### src/rtl/mixer_notas.sv
// Eight-key note mixer: debounced keys gate the note square waves, and the count
// of sounding notes sets the duty cycle of a 256-step PWM audio output.
module mixer_notas #(
    parameter int DEBOUNCE_CYCLES = 500000
) (
    input  logic       clk,
    input  logic       rst,
    input  logic [7:0] notas,
    input  logic [7:0] teclas,
    output logic [7:0] teclas_ativas,
    output logic [3:0] nivel,
    output logic       audio_pwm
);

    localparam logic [19:0] DB_LAST = 20'(DEBOUNCE_CYCLES - 1);

    logic [7:0]  sync1_reg;
    logic [7:0]  teclas_s;
    logic [7:0]  act_reg;
    logic [7:0]  act_next;
    logic [19:0] cnt_reg  [8];
    logic [19:0] cnt_next [8];
    logic [7:0]  notas_q;
    logic [3:0]  soma;
    logic [7:0]  pwm_cnt;
    logic [3:0]  nivel_reg;
    logic [8:0]  duty;
    logic        audio_reg;

    // Two-flop synchronizer for the asynchronous pushbuttons.
    always_ff @(posedge clk or posedge rst) begin
        if (rst) begin
            sync1_reg <= '0;
            teclas_s  <= '0;
        end else begin
            sync1_reg <= teclas;
            teclas_s  <= sync1_reg;
        end
    end

    // Each key counts consecutive cycles of disagreement; the state flips when
    // the count would hit DEBOUNCE_CYCLES, and any agreement restarts the count.
    genvar gi;
    generate
        for (gi = 0; gi < 8; gi++) begin : g_debounce
            logic differs;
            logic expire;
            assign differs       = teclas_s[gi] ^ act_reg[gi];
            assign expire        = differs && (cnt_reg[gi] == DB_LAST);
            assign cnt_next[gi]  = (!differs || expire) ? 20'd0 : cnt_reg[gi] + 20'd1;
            assign act_next[gi]  = act_reg[gi] ^ expire;
        end
    endgenerate

    always_ff @(posedge clk or posedge rst) begin
        if (rst) begin
            act_reg <= '0;
            for (int i = 0; i < 8; i++) begin
                cnt_reg[i] <= '0;
            end
        end else begin
            act_reg <= act_next;
            for (int i = 0; i < 8; i++) begin
                cnt_reg[i] <= cnt_next[i];
            end
        end
    end

    always_ff @(posedge clk or posedge rst) begin
        if (rst) begin
            notas_q <= '0;
        end else begin
            notas_q <= notas;
        end
    end

    always_comb begin
        soma = 4'd0;
        for (int i = 0; i < 8; i++) begin
            soma = soma + {3'b000, notas_q[i] & act_reg[i]};
        end
    end

    // Level is sampled only at the end of a period so the duty never changes mid-period.
    always_ff @(posedge clk or posedge rst) begin
        if (rst) begin
            pwm_cnt   <= '0;
            nivel_reg <= '0;
        end else begin
            pwm_cnt <= pwm_cnt + 8'd1;
            if (pwm_cnt == 8'd255) begin
                nivel_reg <= soma;
            end
        end
    end

    assign duty = {nivel_reg, 5'b00000};

    always_ff @(posedge clk or posedge rst) begin
        if (rst) begin
            audio_reg <= 1'b0;
        end else begin
            audio_reg <= ({1'b0, pwm_cnt} < duty);
        end
    end

    assign teclas_ativas = act_reg;
    assign nivel         = nivel_reg;
    assign audio_pwm     = audio_reg;

endmodule

### config.mk
export PLATFORM = sky130hd
export DESIGN_NAME = mixer_notas
export DESIGN_NICKNAME = d
export VERILOG_FILES = /design/src/rtl/mixer_notas.sv
export SDC_FILE = /design/constraint.sdc
export NUM_CORES = 1
export LEC_CHECK = 0
export CAP_MARGIN = 20
export CORE_UTILIZATION = 55
export CTS_CLUSTER_SIZE = 28
export DETAILED_ROUTE_END_ITERATION = 7
export GPL_TIMING_DRIVEN = 0
export HOLD_SLACK_MARGIN = 0.06
export PLACE_DENSITY = 0.84
export SYNTH_ARGS = -nofsm -noshare
export SYNTH_HDL_FRONTEND = slang
export SYNTH_SLANG_ARGS = --single-unit
export TNS_END_PERCENT = 100
### constraint.sdc
create_clock -name clk -period 7.65 [get_ports clk]
set_input_delay 1.9125 -clock clk [delete_from_list [all_inputs] [get_ports clk]]
set_output_delay 1.9125 -clock clk [all_outputs]
set_load 0.02 [all_outputs]
==> results.md <==
| Step | Metric | Value |
|---|---|---|
| flow run | Max Cap Violations | 0 |
| timing | Unrepaired setup endpoints after global routing | false |
| clocking | Clock Sink Count | 205 |
| grt | Vias in the first global route | 7,102 |
| min path | Hold Path Stages | 0 |
| floorplanning | Die Wd | 135 um |
| logic synthesis | Post-synth top area share | 52.5% |
| place | Detailed-placement wirelength estimate | 12,400 um |
| grt | Global route overflow | 0 |
| drt | Via count normalized by instance count | 5.75 |
| logic synthesis | Post-synth EDFFs | 0 |
| critical path | Worst path max stage delay | 0.64 ns |
| logic synthesis | Cell type with the highest aggregate area in the netlist | sky130_fd_sc_hd__dfrtp_1 |
| cells and area | Area added between synthesis and finish | 14.5% |
| grt | Antenna violations before repair | 0 |
| drt | Total vias in the final route | 7,247 |
| critical path | Critical path fanouts, max | 4 |
| cells and area | Number of diodes | 0 |
| cells and area | Multi-input combinational cell area | 0.00437 sq mm |
| timing | Final number of hold-violating endpoints | 0 |
| floorplanning | Starting density of the core | 56.3% |
| clocking | Number of buffers inserted to repair setup after CTS | 0 |
| power and ir drop | Power per cell area | 208 mW/mm^2 |
| critical path | Critical-path cell with the highest stage delay | sky130_fd_sc_hd__clkdlybuf4s50_1 |
| critical path | Startpoint Class | flip-flop |
| min path | Launch instance of the worst min-delay path | sync1_reg[2] |
| logic synthesis | Asr flop ratio synth | 100% |
| clocking | Number of levels in the clock H-tree | 1 |
| logic synthesis | Share of the yosys chip area belonging to registers | 52.5% |
| logic synthesis | Count of cell types in the netlist | 46 |
| critical path | CP Buf/Inv Count | 1 |
| logic synthesis | Flip-flop cell with the highest count after synthesis | sky130_fd_sc_hd__dfrtp_1 |
| min path | HP Class | reg -> reg |
| drt | Pre-antenna DRT Iters | 5 |
| logic synthesis | Leading post-synthesis cells by cell area | sky130_fd_sc_hd__dfrtp_1 (52%), sky130_fd_sc_hd__xnor2_1 (7.6%), sky130_fd_sc_hd__nor2_1 (5.4%), sky130_fd_sc_hd__xor2_1 (2.6%), sky130_fd_sc_hd__nand4_1 (2.5%) |
| grt | Maximum number of pins on one net before global-route repair | 116 |
| floorplanning | Top-Level Pins | 31 |
| critical path | Arrival time reported for the critical path endpoint | 1.60 ns |
| timing | Final period util | 45.9% |
| clocking | Count of hold buffers inserted by post-cts repair | 0 |
| timing | Max frequency | 0.285 GHz |
| floorplanning | Std-Cell Core Area | 0.0174 sq mm |
| place | Buffers added on ports | 30 |
| grt | Combined global-route utilization of all metal layers | 21.7% |
| timing | Number of pins with negative max-slew slack in the final report | 0 |
| clocking | CTS tree | yes |
| drt | Antenna Violating Nets Remaining | 0 |
| logic synthesis | Most frequently used cell type in the post-synthesis netlist | sky130_fd_sc_hd__dfrtp_1 |
| drt | Detailed-route wire length | 18,800 um |
| clocking | Max Buffers Root-to-Sink | 3 |
| cells and area | Share of layout cells above drive strength 1 | 8.40% |
| critical path | Critical Path End Type | output port |
| critical path | Category of the most critical setup path | reg -> out |
| logic synthesis | Most numerous cell types in the synthesized netlist | sky130_fd_sc_hd__dfrtp_1 (205), sky130_fd_sc_hd__nor2_1 (140), sky130_fd_sc_hd__xnor2_1 (85), sky130_fd_sc_hd__nand2_1 (59), sky130_fd_sc_hd__nand3_1 (47) |
| critical path | Required time of the critical path | 5.74 ns |
| timing | Transition time at the pin with the least slew margin | 0.908 ns |
| clocking | Clk root buf | sky130_fd_sc_hd__clkbuf_16 |
| power and ir drop | Worst voltage drop across the vdd grid | 0.169 mV |
| critical path | R2R depth | 10 |
| timing | Setup Skew | 0.0158 ns |
| timing | Max transition margin | 38.8% |
| status | Result of the run | finished, final reports clean |
| floorplanning | Die span in y | 135 um |
| critical path | Worst path top cell family by delay | buffers and inverters |
| logic synthesis | Synthesized netlist net count | 999 |
| place | Placer Congestion | 0.818 |
| cells and area | Max FFs per register | 160 |
| timing | # setup viols final | 0 |
| clocking | CTS clock-pin slew for the worst setup and hold paths | 0.06 ns |
| critical path | List of cells traversed by the critical path | clkdlybuf4s50_1 |
| cells and area | Post-layout nets | 1,055 |
| timing | Crit path time final | 3.51 ns |
| clocking | Clock latency on the worst-skew pair | 0.51 ns |
| power and ir drop | P_leak | 4.51 nW |
| drt | Routed length per instance | 14.9 um |
| critical path | Worst R2R Setup Slack | 4.44 ns |
| cells and area | Area of all sequential standard cells | 0.00513 sq mm |
| clocking | Total CTS buffers | 23 |
| cells and area | Final Cell Area | 0.0112 sq mm |
| min path | WHS Endpoint | teclas_s[2] |
| grt | Wire length of the first global-routing pass | 32,600 um |
| logic synthesis | Avg Cell Area, Syn | 10.2 sq um |
| logic synthesis | Warnings, synthesis | 0 |
| floorplanning | Placement Rows | 48 |
| floorplanning | Area of the die | 0.0183 sq mm |
| drt | Post-route DRC | 0 |
| critical path | R2R Path End | nivel[2] |
| place | Placed instance area | 0.0104 sq mm |
| logic synthesis | Area of the mapped netlist | 0.00978 sq mm |
| cells and area | Filler instances | 1,344 |
| logic synthesis | #FFs+latches synth | 205 |
| timing | Setup TNS after final layout | 0 ns |
| clocking | Post-cts sizing count | 0 |
| logic synthesis | Gate count of the mapped netlist | 963 |
| drt | Iter 0 DRT Violations | 471 |
==> layout by cell type (no fill, tap or decap), types with 25 or more instances in the layout <==
| master | count |
|---|---|
| sky130_fd_sc_hd__nor2_1 | 140 |
| sky130_fd_sc_hd__nand4_1 | 39 |
| sky130_fd_sc_hd__nand2_1 | 59 |
| sky130_fd_sc_hd__xnor2_1 | 85 |
| sky130_fd_sc_hd__nor4_1 | 31 |
| sky130_fd_sc_hd__or3_1 | 28 |
| sky130_fd_sc_hd__inv_1 | 44 |
| sky130_fd_sc_hd__nor3_1 | 25 |
| sky130_fd_sc_hd__a21oi_1 | 46 |
| sky130_fd_sc_hd__or4_1 | 25 |
| sky130_fd_sc_hd__nand3_1 | 47 |
| sky130_fd_sc_hd__dfrtp_1 | 205 |
| sky130_fd_sc_hd__clkdlybuf4s50_1 | 30 |
| sky130_fd_sc_hd__xor2_1 | 29 |
==> final cells by class <==
class                   instances  area share, %
flip-flops and latches        205           45.8
well taps                     225           2.51
clock buffers                  34           6.31
clock inverters                 8          0.872
repair buffers                 31           2.93
inverters                      45           1.58
plain buffers                  24          0.927
multi-input cells             689           39.1
==> how the worst max path moves through the flow <==
| stage | slack, ns | cells after the start | end |
|---|---|---|---|
| final | 4.14 | 1 | teclas_ativas[6] |
| after global routing | 4.09 | 1 | teclas_ativas[2] |
| after CTS | 4.12 | 1 | teclas_ativas[6] |
| after detailed placement | 4.16 | 3 | notas_q[5] |
| after global placement | -2.36 | 2 | notas_q[5] |
| after floorplan | 0.14 | 1 | async pin |
==> metal layers <==
layer	vias up	part of all wire [%]	track usage [%]
li1	3515	-	-
met1	3553	45	28.9
met4	0	3.5	9.30
met3	50	3.5	3.52
met2	129	48	35.3
met5	-	0	0
==> metrics by stage <==
stage          power [mW]  setup WS, ns  util, %  std cells  hold WS (ns)
6_report             2.33          4.14     64.5       1261         0.348
5_1_grt              2.41          4.09     64.5       1261         0.354
4_1_cts              2.35          4.12     64.5       1261         0.351
3_5_place_dp         1.21          4.16     59.9       1219         0.338
3_3_place_gp         1.20         -2.36     59.7       1218         0.332
2_1_floorplan        1.18         0.142        -        963         0.331
==> logic make-up (layout without fill, tap and decap cells) <==
kind of cell             count (synthesis)  after routing  synth area share (%)
AND/OR/NAND/NOR                        444            444                  23.9
AO/OA/AOI/OAI                          100            100                  6.53
XOR/XNOR                               114            114                  10.2
adder cells (fa/ha/maj)                 18             18                  2.61
buffers and inverters                   69            142                  2.79
multiplexers                            13             13                  1.46
flip-flops                             205            205                  52.5
==> where the power goes <==
group          total [mW]  leakage, nW  switching [mW]  internal, mW
Combinational      0.0722         1.33          0.0481        0.0241
Clock                1.14        0.403           0.436         0.706
Sequential           1.12         2.77          0.0151          1.10
Total                2.33         4.51           0.499          1.83
(Power assumes the default switching activity.)
